<file path="config.mk">
export PLATFORM = sky130hd
export DESIGN_NAME = gpio_rx_buffer
export DESIGN_NICKNAME = d
export VERILOG_FILES = /design/src/rtl/gpio_rx_pkg.sv /design/src/rtl/gpio_rx_buffer_clk_en_div.sv /design/src/rtl/gpio_rx_buffer.sv
export SDC_FILE = /design/constraint.sdc
export NUM_CORES = 1
export LEC_CHECK = 0
export CAP_MARGIN = 20
export CORE_ASPECT_RATIO = 0.9
export CORE_MARGIN = 4
export CORE_UTILIZATION = 55
export DETAILED_ROUTE_END_ITERATION = 7
export PLACE_DENSITY = 0.76
export SYNTH_ARGS = -nofsm -noshare
export SYNTH_HDL_FRONTEND = slang
export SYNTH_SLANG_ARGS = --single-unit
export TNS_END_PERCENT = 1
</file>
<file path="constraint.sdc">
create_clock -name clk -period 2 [get_ports clk]
set_input_delay 0.3 -clock clk [delete_from_list [all_inputs] [get_ports clk]]
set_output_delay 0.3 -clock clk [all_outputs]
set_load 0.005 [all_outputs]
</file>
<file path="src/rtl/gpio_rx_pkg.sv">
// gpio_rx_pkg: capture FSM state type and width helpers shared by the GPIO capture engine
package gpio_rx_pkg;
  typedef enum logic [2:0] {IDLE, REQ, CAP, ACK, ADV, DONE} state_t;
  function automatic int cnt_w(input int n);
    return (n < 2) ? 1 : $clog2(n);
  endfunction
endpackage

</file>
<file path="src/rtl/gpio_rx_buffer_clk_en_div.sv">
// clk_en_div: one-cycle clock-enable pulse every CLK_DIV clk cycles
module clk_en_div
  import gpio_rx_pkg::*;
#(
  parameter int CLK_DIV = 4
) (
  input  logic clk,
  input  logic rst,
  output logic o_tick
);
  localparam int W = cnt_w(CLK_DIV);
  logic [W-1:0] r_cnt;
  assign o_tick = (r_cnt == W'(CLK_DIV - 1));
  // free-running divider, wraps on the tick cycle
  always_ff @(posedge clk)
    if (!rst) r_cnt <= '0;
    else r_cnt <= o_tick ? '0 : r_cnt + 1'b1;
endmodule

</file>
<file path="src/rtl/gpio_rx_buffer.sv">
// gpio_rx_buffer: req/ready/ack word capture into a DEPTH-entry buffer with read port and display tap
module gpio_rx_buffer
  import gpio_rx_pkg::*;
#(
  parameter int DATA_W     = 8,
  parameter int DEPTH      = 40,
  parameter int CLK_DIV    = 4,
  parameter int CONTINUOUS = 0,
  parameter int ACK_TO     = 255,
  parameter int TAP_IDX    = 8
) (
  input  logic                       clk,
  input  logic                       rst,
  input  logic                       start_n,
  input  logic                       abort,
  output logic                       readssr_req,
  input  logic                       byte_ready,
  input  logic [DATA_W-1:0]          byte_in,
  output logic                       byte_ack,
  input  logic [cnt_w(DEPTH)-1:0]    rd_addr,
  output logic [DATA_W-1:0]          rd_data,
  output logic [DATA_W-1:0]          tap_data,
  output logic [cnt_w(DEPTH+1)-1:0]  count,
  output logic                       wrapped,
  output logic                       done,
  output logic                       err_timeout
);
  localparam int AW = cnt_w(DEPTH);
  localparam int CW = cnt_w(DEPTH + 1);
  localparam int TW = cnt_w(ACK_TO + 1);
  state_t            r_state, w_next;
  logic [1:0]        r_sync;
  logic              w_ready_s, w_tick, w_last, w_to;
  logic [AW-1:0]     r_idx;
  logic [CW-1:0]     r_cnt;
  logic [TW-1:0]     r_timer;
  logic              r_wrapped, r_done, r_err;
  logic [DATA_W-1:0] r_mem [DEPTH];

  clk_en_div #(.CLK_DIV(CLK_DIV)) u_div (.clk(clk), .rst(rst), .o_tick(w_tick));

  assign w_ready_s   = r_sync[1];
  assign w_last      = (r_idx == AW'(DEPTH - 1));
  assign w_to        = (r_timer == TW'(ACK_TO - 1));
  assign readssr_req = (r_state == REQ);
  assign byte_ack    = (r_state == ACK);
  assign count       = r_cnt;
  assign wrapped     = r_wrapped;
  assign done        = r_done;
  assign err_timeout = r_err;

  // next state: advances only on tick, abort overrides immediately
  always_comb begin
    w_next = r_state;
    if (w_tick)
      case (r_state)
        IDLE:    w_next = start_n ? IDLE : REQ;
        REQ:     w_next = w_ready_s ? CAP : REQ;
        CAP:     w_next = ACK;
        ACK:     w_next = !w_ready_s ? ADV : w_to ? IDLE : ACK;
        ADV:     w_next = (w_last && CONTINUOUS == 0) ? DONE : REQ;
        DONE:    w_next = start_n ? IDLE : DONE;
        default: w_next = IDLE;
      endcase
    if (abort) w_next = IDLE;
  end

  // state, ready synchronizer, index, counters and sticky flags
  always_ff @(posedge clk)
    if (!rst) begin
      r_state   <= IDLE;
      r_sync    <= '0;
      r_idx     <= '0;
      r_cnt     <= '0;
      r_timer   <= '0;
      r_wrapped <= 1'b0;
      r_done    <= 1'b0;
      r_err     <= 1'b0;
    end else begin
      r_sync  <= {r_sync[0], byte_ready};
      r_state <= w_next;
      if (w_tick && !abort)
        case (r_state)
          IDLE: if (!start_n) begin
            r_cnt     <= '0;
            r_wrapped <= 1'b0;
            r_done    <= 1'b0;
            r_err     <= 1'b0;
          end
          CAP: r_timer <= '0;
          ACK: if (w_ready_s) begin
            r_timer <= r_timer + 1'b1;
            if (w_to) r_err <= 1'b1;
          end
          ADV: begin
            r_cnt <= (r_cnt == CW'(DEPTH)) ? r_cnt : r_cnt + 1'b1;
            r_idx <= w_last ? '0 : r_idx + 1'b1;
            if (w_last && CONTINUOUS != 0) r_wrapped <= 1'b1;
            if (w_last && CONTINUOUS == 0) r_done <= 1'b1;
          end
          default: ;
        endcase
      if (w_next == IDLE) r_idx <= '0;
    end

  // buffer write: word latched as CAP hands over to ACK
  always_ff @(posedge clk)
    if (rst && r_state == CAP && w_tick && !abort) r_mem[r_idx] <= byte_in;

  // registered read port and display tap; same-cycle writes are seen next cycle
  always_ff @(posedge clk)
    if (!rst) begin
      rd_data  <= '0;
      tap_data <= '0;
    end else begin
      rd_data  <= (int'(rd_addr) < DEPTH) ? r_mem[rd_addr] : '0;
      tap_data <= r_mem[TAP_IDX];
    end
endmodule

</file>
After elaboration in Yosys (flattened, before gate mapping) --
Memory sizes are Yosys's and may differ from the RTL's. A register that Yosys moved wholly into a read port is not among the register bits. Cells that the tools add are included.
Storage, ports and cells: register bits after elaboration 29, RAM bits 320, word-level logic and storage cells 72, memories 1
Memory list:
- r_mem | words 40, width 8, read ports 2, clocked after memory_dff 2, wr ports 1, RTL line gpio_rx_buffer.sv:38 | logic [DATA_W-1:0] r_mem [DEPTH];
Operators by class: muxes and demuxes 23, $add $sub $neg 4, reduce and logical (&&, ||, !) cells 20, bitwise logic cells 1, $lt $le $gt $ge 1, equal/unequal tests 14
Operators by type and width (number):
- $mux 6 | 3
- $pmux 3 s6 | 1
- $pmux 8 s2 | 1
- $mux 3 | 5
- $add 6x1->6 const B | 2
- $eq 6x6->1 const B | 2
- $pmux 6 s2 | 1
- $add 8x1->8 const B | 1
- $eq 8x8->1 const B | 1
- $mux 8 | 1
- $reduce_and 4->1 | 2
- $mux 1 | 7
- $eq 3x2->1 const B | 2
- $eq 3x3->1 const B | 2
- $logic_not 3->1 | 2
- $lt 6x6->1 const B | 1
- $ne 2x2->1 const B | 3
- $reduce_bool 2->1 | 3
- $reduce_and 5->1 | 1
- $logic_and 1x1->1 | 4
- $mux 2 | 2
- $ne 2x1->1 const B | 2
- $pmux 1 s2 | 2
- $reduce_and 2->1 | 2
- 7 further kinds | 10

Longest topological paths before layout --
Gate-level depths: netlist (run 1).
depth in word-level cells 8, gate-level depth with buffers 9

By module --
A second synthesis (run 1) with hierarchy kept.
Second synthesis, totals: cell total of the unflattened synthesis 820, area, all modules 14562.7 sq um
By module, submodules not included:
- gpio_rx_buffer | area an instance 14488.9 sq um, instances 1, cells each 815
- clk_en_div | area an instance 73.8 sq um, instances 1, cells each 5

Worst setup path after synthesis (run 1) --
No wires, ideal clock.
path kind flip-flop to flip-flop, from reg u_div.r_cnt[0], to mem r_mem[39][0] (enable), period minus slack after synthesis 2.107 ns, stages on the path, launching flop included 7, library setup time 0.370 ns, path buffers 1, data required time 1.630 ns, path slack -0.107 ns, arrival 1.737 ns, cell sequence dfxtp_1 -> ha_1 -> and2b_1 -> nand3_1 -> or2_2 -> clkbuf_1 -> nor2_1
On the way: word-level cells in the longest chain between the ends 5
Ends and longest elaborated chain:
- start, declared | RTL line gpio_rx_buffer_clk_en_div.sv:12 | logic [W-1:0] r_cnt;
- start signal, assigned | RTL line gpio_rx_buffer_clk_en_div.sv:17 | else r_cnt <= o_tick ? '0 : r_cnt + 1'b1;
- $eq 2x2->1 | RTL line gpio_rx_buffer_clk_en_div.sv:13 | assign o_tick = (r_cnt == W'(CLK_DIV - 1));
- $logic_and 1x1->1 (2 in series) | RTL line gpio_rx_buffer.sv:108 | if (rst && r_state == CAP && w_tick && !abort) r_mem[r_idx] <= byte_in;
- $mux 1 | RTL line gpio_rx_buffer.sv:108
- $mux 1 (not written as such) | RTL line gpio_rx_buffer.sv:108
- end, declared | RTL line gpio_rx_buffer.sv:38
No other way between the ends.

Worst setup path in the final report (run 1) --
from reg u_div.r_cnt[0], to mem r_mem[30][2] (enable)
Same word-level chain as after synthesis.

==> results of run 1 <==
## cell usage in the layout (no fill, tap or decap), types with 6 or more instances in the layout
master           count
ha_1                 6
mux2i_1            139
clkbuf_1             9
a21oi_1             37
dfxtp_1             44
clkdlybuf4s50_1     40
o21ai_0             18
inv_1                8
edfxtp_1           320
nor2_1              57
buf_4              106
xor2_1               8
a22oi_1             50
and2_1              12
clkbuf_16           37
nand2_1             33
buf_12               9
nand2b_1             6
nand4_1              6
nand3_1             26
mux4_2              16
nand3b_1             6
## report_power, final
| group | leakage [nW] | switching (mW) | total (mW) | internal, mW |
|---|---|---|---|---|
| combinational | 2.32 | 0.464 | 0.785 | 0.321 |
| sequential | 3.24 | 0.0156 | 8.31 | 8.30 |
| clock | 0.551 | 2.68 | 6.46 | 3.78 |
| total | 6.12 | 3.16 | 15.6 | 12.4 |
## state kept, by name, summed over array words and instances (netlist names), 3 cells and up
signal and cells:
count 6, r_mem 320, r_state 3, tap_data 8, r_idx 6, rd_data 8, r_timer 8
## synthesized netlist by cell type (7+ instances only)
cell type  instances
buf_4              7
mux4_2            16
o21ai_0           18
nor3_1             7
dfxtp_1           45
nand2_1           33
clkbuf_1          21
mux2i_1          139
edfxtp_1         320
nand3_1           27
and2_1            12
inv_1              9
a21oi_1           37
nor2_1            62
xor2_1             8
buf_2             21
a22oi_1           50
## how the worst max path moves through the flow
stage | start | endpoint | cells after the start
2_1_floorplan | u_div.r_cnt[0] | r_mem[39][0] | 6
3_3_place_gp | rd_addr[2] | rd_data[7] | 8
3_5_place_dp | rd_addr[2] | rd_data[7] | 7
4_1_cts | r_state[0] | r_idx[4] | 10
5_1_grt | u_div.r_cnt[0] | r_mem[16][6] | 9
6_report | u_div.r_cnt[0] | r_mem[30][2] | 9
## critical path: stages (launching register included)
cell and delay, ns:
dfxtp_1 0.34, ha_1 0.16, and2b_1 0.18, nand3_2 0.11, nor2_2 0.12, buf_4 0.13, nand3_1 0.08, buf_4 0.18
nor2_1 0.10, buf_4 0.21
## metrics by stage
stage / cells / TNS (ns)
3_3_place_gp: 1370 / -45.94
4_1_cts: 1437 / 0
3_5_place_dp: 1370 / -54.97
2_1_floorplan: 915 / -26.96
6_report: 1438 / 0
5_1_grt: 1438 / -0.1260
## cell type report
| class | count | area share (%) |
|---|---|---|
| Multi-Input combinational cell | 491 | 21.87 |
| Tap cell | 348 | 2.510 |
| Inverter | 9 | 0.1947 |
| Timing Repair Buffer | 161 | 8.294 |
| Clock buffer | 49 | 5.770 |
| Sequential cell | 365 | 60.59 |
| Clock inverter | 15 | 0.7789 |
## routing by layer
metal / GRT usage [%] / up-vias / part of all wire (%)
met5: 0 / - / 0
met2: 35.85 / 370 / 48
met3: 4.422 / 78 / 7.5
met4: 7.996 / 0 / 3.6
met1: 32.59 / 4236 / 41
li1: - / 3841 / -
## cell families (layout without fill, tap and decap cells)
| logic type | after synthesis | after routing |
|---|---|---|
| simple gates | 196 | 196 |
| mux | 155 | 155 |
| other cells | 1 | 1 |
| fa+ha+maj | 6 | 6 |
| xor+xnor | 10 | 10 |
| flops | 365 | 365 |
| compound gates | 123 | 123 |
| buf+inv | 59 | 234 |
## repair_timing
item                                    in CTS  in global routing
resized for setup                            5                 16
pin swaps                                    1                  5
gates cloned                                 0                  0
endpoints found under the setup margin       2                155
buffers inserted                             3                  1
==> summary.txt, run 1 <==
Cell leakage power = 6.115 nW
First-pass GRT wire length = 49660 um
Main combinational cell family by area after synthesis = multiplexers
Post-synth EDFFs = 320
Die height = 162.2 um
Ys async rst share = 0%
CP Launch Type = flop
CTS root buf = clkbuf_16
Overall routing resource usage = 22.89%
Final-layout fill cell count = 1733
Max Fclk = 520.1 MHz
Overall power = 15.55 mW
Final Slew Violations = 0
Final setup violation count = 0
DR pass1 iterations = 5
Placement Cell Area = 0.01612 mm2
Worst hold path cell count = 2
FF-to-FF Start = u_div.r_cnt[0]
Ant diodes = 0
Total grt overflow = 0
Syn Area/Cell = 15.88 um2
Post-synthesis mux area share = 12.06%
Reg area = 0.01051 mm2
CTS tree = done
Post-synthesis xor/xnor area fraction = 0.6028%
Period utilization = 96.13%
Largest area contributor in the netlist = edfxtp_1
Hold Startpoint = byte_ready
Worst setup path category = flop to flop
Final instance area = 0.01735 mm2
Critical Path RT = 2.21 ns
Via count = 8525
I/O pins = 46
Setup crit end kind = flop
Cts bufs inserted = 37
Seq/Total Area, Yosys = 72.34%
Worst Path Max Fanout = 8
Max_cap viols = 0
Port bufs = 44
Status = finished clean
Synth Warn # = 0
Die area = 0.02908 mm2
Yosys cell types = 52
Largest net degree at the start of global routing = 41
RR Endpoint = r_mem[30][2]
Mapped cell area = 0.01453 mm2
Multi-input logic area = 0.003794 mm2
Hold WS = 0.3685 ns
Via/cell ratio = 5.928
Core area = 0.02607 mm2
DRT iter0 DRCs = 1077
Antenna viol nets, final = 0
Starting density of the core = 55.74%
Nets = 1090
Post-Route WL = 32860 um
Worst min path class = primary input to flop
Share of cells above drive strength 1 = 19.27%
Layout area overhead = 19.41%
Worst Reg-to-Reg Cells = 9
Share of the synthesized area in the top cell type = 66.14%
Worst slew margin = 57.81%
Pre-CTS WS = -0.3388 ns
Adder-cell share of the synthesized area = 0.5167%
Cells after Synth = 915
Final Skew = 0.02550 ns
Prevailing post-synth register cell = edfxtp_1
Final Util = 66.56%
Chip width = 179.3 um
Slew @ Worst Pin = 0.6305 ns
Rows = 56
Tmin final = 1.923 ns
Clock sink count = 365
Worst EP arrival = 2.13 ns
Hold-fix buffers, CTS = 0
Syn nets = 940
WHS Endpoint = r_sync[0]
WL per Instance = 22.85 um
Flop-to-flop setup slack = 0.08 ns
Synth top area cells = edfxtp_1 66%, mux2i_1 9.6%, dfxtp_1 6.2%
HPWL Detailed = 21040 um
Synth Area in Simple Gates = 6.846%
FF+latch count, synth = 365
Pwr/cell area = 896.5 mW/mm2
Compound-cell area share of the yosys netlist = 5.727%
Final worst slack = 0.07747 ns
RePlAce Congestion = 0.9776
Max clock buf depth = 3
Hold Violations, Final = 0
IR drop worst, VDD = 0.5508 mV
CTS H-tree lvls = 2
Vias in the first global route = 8381
Initial antenna violation count = 0
Worst skew pair latency = 0.52 ns
DRC = 0
Clock transition at path regs = 0.06 ns
Note: power is estimated with default switching activity, not from simulation.
==> inputs of run 2 (changes only) <==
Settings changed: GPL_TIMING_DRIVEN set to 0.
==> summary.txt, run 2 (synthesis results as in run 1) <==
Status = finished, violations left
Failing checks = setup timing
Placed Cells = 1309 (-4.5%)
Reg power frac = 52.8% (-0.6 points)
DRT iter0 DRCs = 1070 (-0.65%)
Final Slew Violations = 0 (unchanged)
HPWL Detailed = 21190 um (+0.71%)
Top cell family by delay on the critical path = buffers and inverters
Multi-input logic area = 0.004121 mm2 (+8.6%)
CP max stage cell = clkdlybuf4s50_1
Cell Chain, Critical Path = clkdlybuf4s50_1 > buf_2 > buf_4 > mux2i_1 > a22oi_1 > a21oi_1 > nor4_1 > o211a_1
DRC = 0 (unchanged)
Worst setup path category = primary input to flop
Share of cells above drive strength 1 = 20.13% (+0.87 points)
Final worst slack = -0.1236 ns (-0.2011 ns)
CP Capture Point = rd_data[7]
Rows = 56 (unchanged)
Via count = 8472 (-0.62%)
Final TNS setup = -8.146 ns (-8.146 ns)
Worst Reg-to-Reg Cells = 9 (unchanged)
Worst skew pair latency = 0.51 ns (about the same)
Worst EP arrival = 2.56 ns (+0.43 ns)
FF-to-FF Start = r_state[1]
Overall routing resource usage = 23.49% (+0.60 points)
Crit-path max cell delay = 0.55 ns (+0.21 ns)
Post-Route WL = 33990 um (+3.5%)
CTS root buf = clkbuf_16
WP buf/inv = 3 (unchanged)
IR drop worst, VDD = 0.6334 mV (+15%)
Period utilization = 106.2% (+10 points)
Via/cell ratio = 6.047 (+2.0%)
Port bufs = 44 (unchanged)
Flop-to-flop setup slack = -0.08 ns (-0.16 ns)
Starting density of the core = 55.74% (unchanged)
Net load switching power = 3.310 mW (+4.8%)
Max_cap viols = 0 (unchanged)
Initial antenna violation count = 0 (unchanged)
Switch share = 21.03% (+0.73 points)
Ant diodes = 0 (unchanged)
Core area = 0.02607 mm2 (unchanged)
Die area = 0.02908 mm2 (unchanged)
Final std cells w/o fill = 1401 (-2.6%)
Antenna viol nets, final = 0 (unchanged)
Max Fclk = 470.9 MHz (-9.5%)
Logic gate share of total power = 4.8% (-0.2 points)
RePlAce Congestion = 0.8818 (-9.8%)
Clock transition at path regs = 0.06 ns (about the same)
Final instance area = 0.01741 mm2 (+0.38%)
CTS H-tree lvls = 2 (unchanged)
Pwr/cell area = 903.7 mW/mm2 (+0.80%)
Die height = 162.2 um (unchanged)
Commonest cells after routing, fill and taps aside = 320 x edfxtp_1, 137 x mux2i_1, 50 x a22oi_1
Setup crit end kind = flop
CP Depth = 8 (-1)
Most common cell after layout, fill and taps aside = edfxtp_1
Layout area overhead = 19.86%
Total grt overflow = 0 (unchanged)
P_int = 12.43 mW (+0.24%)
CTS tree = done
RSZ-0062 raised after global routing = true
Slew @ Worst Pin = 1.090 ns (+0.4598 ns)
Clock share of power = 42.4% (+0.9 points)
Most flops, register = r_mem
Critical Path Start = rd_addr[1]
Overall power = 15.74 mW (+1.2%)
CP Launch Type = primary input
Cell leakage power = 5.877 nW (-3.9%)
DR pass1 iterations = 5 (unchanged)
Placement Cell Area = 0.01542 mm2 (-4.4%)
Vias in the first global route = 8344 (-0.44%)
RR Endpoint = r_mem[16][1]
Nets = 1049 (-3.8%)
Hold-fix buffers, CTS = 0 (unchanged)
First-pass GRT wire length = 51090 um (+2.9%)
Chip width = 179.3 um (unchanged)
I/O pins = 46 (unchanged)
Worst min path class = primary input to flop
Reg area = 0.01051 mm2 (about the same)
Tmin final = 2.124 ns (+0.2011 ns)
Critical Path RT = 2.44 ns (+0.23 ns)
Final setup violation count = 220 (+220)
Final-layout fill cell count = 1746 (+0.75%)
Cts bufs inserted = 37 (unchanged)
Hold Violations, Final = 0 (unchanged)
Worst slew margin = 27.09% (-31 points)
Largest net degree at the start of global routing = 41 (unchanged)
Clock sink count = 365 (unchanged)
WL per Instance = 24.26 um (+6.2%)
Worst Path Max Fanout = 10 (+2)
Final Skew = 0.01346 ns (-0.01204 ns)
Max reg flops = 320 (unchanged)
Max clock buf depth = 3 (unchanged)
-- run 2: cell types whose count changed in the layout (fill, tap and decap cells not counted), sizes merged --
cell / before / now
clkinv: 11 / 8
bufinv: 2 / 0
clkdlybuf4s50: 40 / 36
clkbuf: 49 / 74
clkinvlp: 2 / 4
buf: 119 / 64
-- run 2: area by class of cell --
cell class                 instances  area share (%)
clock buffer                      56           6.373
buffer                            46           1.660
multi-input combinational        491           23.67
sequential                       365           60.37
inverter                           9          0.2155
timing repair buffer              74           4.814
tap                              348           2.500
clock inverter                    12          0.3952
-- run 2: power groups by stage --
stage	clock, mW	combinational (mW)	sequential [mW]
6_report	6.68	0.753	8.31
5_1_grt	7.06	0.796	8.30
4_1_cts	6.69	0.741	8.31
2_1_floorplan	0	0.374	8.47
3_5_place_dp	0	0.721	8.47
3_3_place_gp	0	0.705	8.48
-- run 2: how the worst min path moves through the flow --
stage | from | to | cells past startpoint
after detailed placement | u_div.r_cnt[0] | u_div.r_cnt[0] | 1
after global routing | byte_ready | r_sync[0] | 2
after CTS | byte_ready | r_sync[0] | 2
final | byte_ready | r_sync[0] | 2
after floorplan | byte_in[0] | r_mem[0][0] | 0
after global placement | u_div.r_cnt[0] | u_div.r_cnt[0] | 1
-- run 2: per-stage QoR --
step	utilization [%]	hold WS (ns)	setup WS (ns)
detailed placement	59.15	0.4204	-1.217
floorplan	-	0.3989	-0.1070
finish	66.81	0.3837	-0.1236
global route	66.81	0.3891	-0.1680
global placement	59.10	0.4112	-1.114
CTS	66.56	0.3754	-0.1556
-- run 2: timing repair --
action,CTS,global route
gates resized for setup,130,12
pin swaps,36,9
setup endpoints to repair,338,342
setup buffers,24,4
-- run 2: metal layers --
metal  global-route usage, %  vias to the layer above  wire (um)  share of wire (%)
met4                   6.577                        0        862                2.5
met1                   33.85                     4220      14080                 41
li1                        -                     3772          -                  -
met2                   37.55                      414      16230                 48
met5                       0                        -          0                  0
met3                   4.026                       66       2817                8.3
==> inputs of run 3 (changes only) <==
Settings changed: CORE_UTILIZATION 55 to 63, PLACE_DENSITY 0.76 to 0.82.
Clock period 2 ns to 2.5 ns, I/O delays scaled along.
==> summary.txt, run 3 (synthesis results as in run 1) <==
Status = finished, violations left
Failing checks = setup timing
Hold Violations, Final = 0 (unchanged)
Worst setup path category = primary input to flop
Met1 Wirelength = 13180 um (-6.4%)
Met2 wire len = 16060 um (-1.1%)
DRC = 0 (unchanged)
Overall routing resource usage = 25.82% (+2.3 points)
Cell Chain, Critical Path = clkdlybuf4s50_1 > nor2b_1 > clkbuf_1 > clkbuf_1 > a22oi_1 > nand3_1 > a41o_1 > o21ai_0
P_int = 9.876 mW (-21%)
Core area = 0.02258 mm2 (-13%)
Crit-path max cell delay = 0.63 ns (+0.08 ns)
Share of cells above drive strength 1 = 16.76% (-3.4 points)
Period utilization = 103.9%
Via count = 8518 (+0.54%)
Via/cell ratio = 6.381 (+5.5%)
Clock share of power = 41.7% (-0.7 points)
Chip width = 168.1 um (-6.3%)
Largest net degree at the start of global routing = 41 (unchanged)
WP buf/inv = 3 (unchanged)
Initial antenna violation count = 0 (unchanged)
Placement Cell Area = 0.01544 mm2 (+0.14%)
IR drop worst, VDD = 0.6540 mV (+3.2%)
Clock transition at path regs = 0.06 ns (about the same)
Worst skew pair latency = 0.53 ns (+0.02 ns)
DR pass1 iterations = 6 (+1)
Final instance area = 0.01706 mm2 (-2.0%)
Nets = 1038 (-1.0%)
CTS tree = done
Pre-CTS WS = -0.8041 ns (+0.4125 ns)
Starting density of the core = 64.35% (+8.6 points)
Max reg flops = 320 (unchanged)
Switch share = 20.59% (-0.45 points)
Die height = 152.1 um (-6.2%)
Setup crit end kind = flop
WL per Instance = 25.37 um (+4.6%)
Die area = 0.02556 mm2 (-12%)
Hold-fix buffers, CTS = 0 (unchanged)
Top layer in use = met4
Final worst slack = -0.09826 ns (+0.02537 ns)
Metal3 WL = 3421 um (+21%)
CP dominant cell by count = clkbuf_1
Top cell family by delay on the critical path = buffers and inverters
Reg power frac = 53.4% (+0.6 points)
Overall power = 12.44 mW (-21%)
Slew @ Worst Pin = 0.9137 ns (-0.1765 ns)
Antenna viol nets, final = 0 (unchanged)
Port bufs = 44 (unchanged)
Commonest cells after routing, fill and taps aside = 320 x edfxtp_1, 139 x mux2i_1, 50 x a22oi_1
Final-layout fill cell count = 1253 (-28%)
Worst Path Max Fanout = 10 (unchanged)
Cts bufs inserted = 36 (-2.7%)
CP Launch Type = primary input
Most common cell after layout, fill and taps aside = edfxtp_1
RePlAce Congestion = 0.9899 (+12%)
CP max stage cell = clkdlybuf4s50_1
CTS H-tree lvls = 2 (unchanged)
Layout area overhead = 17.45%
HPWL Detailed = 21300 um (+0.49%)
Logic gate share of total power = 4.9% (about the same)
Clock sink count = 365 (unchanged)
First-pass GRT wire length = 49800 um (-2.5%)
Tmin final = 2.598 ns
DRT iter0 DRCs = 1127 (+5.3%)
Max_cap viols = 0 (unchanged)
RSZ-0062 raised after global routing = true
Critical Path RT = 2.84 ns (+0.40 ns)
Final Slew Violations = 0 (unchanged)
Worst EP arrival = 2.94 ns (+0.38 ns)
I/O pins = 46 (unchanged)
Final setup violation count = 4 (-98%)
Vias in the first global route = 8400 (+0.67%)
Rows = 52 (-7.1%)
CTS root buf = clkbuf_16
Worst slew margin = 38.89% (+12 points)
Max Fclk = 384.9 MHz
Cell leakage power = 5.743 nW (-2.3%)
Final Util = 75.58% (+8.8 points)
Net load switching power = 2.560 mW (-23%)
Worst min path class = primary input to flop
Post-Route WL = 33870 um (-0.36%)
Ant diodes = 0 (unchanged)
Max clock buf depth = 3 (unchanged)
Total grt overflow = 0 (unchanged)
Pwr/cell area = 728.8 mW/mm2 (-19%)
Most flops, register = r_mem
Final Skew = 0.02134 ns (+0.007887 ns)
[run 3: changes by cell type in the layout (fill, tap and decap cells not counted), moves of 5 or more]
cell / before / now
buf_12: 13 / 7
buf_2: 12 / 23
buf_4: 29 / 11
buf_6: 6 / 1
clkbuf_1: 20 / 29
clkbuf_2: 6 / 1
clkdlybuf4s50_1: 36 / 41
[run 3: area by class of cell]
cell class / count / area (um2) / area share (%)
sequential: 365 / 10510 / 61.59
clock inverter: 13 / 112.6 / 0.6599
buffer: 49 / 244.0 / 1.430
timing repair buffer: 61 / 715.7 / 4.194
inverter: 9 / 33.78 / 0.1980
tap: 297 / 371.6 / 2.178
clock buffer: 50 / 1005 / 5.888
multi-input combinational: 491 / 4071 / 23.86
[run 3: per-stage QoR]
step | setup TNS [ns] | cells | hold WS [ns]
6_report | -0.1742 | 1335 | 0.4274
5_1_grt | -0.5476 | 1335 | 0.4311
4_1_cts | -41.29 | 1327 | 0.4189
3_5_place_dp | -173.58 | 1261 | 0.4223
3_3_place_gp | -150.70 | 1256 | 0.4106
2_1_floorplan | 0 | 915 | 0.4033
[run 3: repair_timing]
action / 4_1_cts / 5_1_grt
buffers inserted: 3 / 9
endpoints found under the hold margin: 0 / 0
endpoints found under the setup margin: 320 / 310
gates cloned: 0 / 0
gates resized for setup: 40 / 51
pin swaps: 1 / 9
[run 3: path summary, 6_finish.rpt]
path,startpoint,endpoint,slack (ns),depth (start not counted)
worst max-delay path,rd_addr[2],rd_data[5],-0.1,8
worst min register to register,u_div.r_cnt[0],u_div.r_cnt[0],0.43,1
worst min-delay path,byte_ready,r_sync[0],0.43,2
worst max register to register,r_state[1],r_mem[20][2],0.12,9
[run 3: power groups by stage]
stage / clock, mW / combinational (mW) / sequential (mW)
2_1_floorplan: 0 / 0.300 / 6.78
3_3_place_gp: 0 / 0.555 / 6.78
3_5_place_dp: 0 / 0.587 / 6.77
4_1_cts: 5.21 / 0.595 / 6.64
5_1_grt: 5.48 / 0.644 / 6.64
6_report: 5.18 / 0.610 / 6.64
[run 3: per-layer routing]
metal  GRT usage (%)  up-vias
li1                -     3731
met1           36.88     4183
met2           39.69      510
met3           5.872       94
met4           9.389        0
met5               0        -
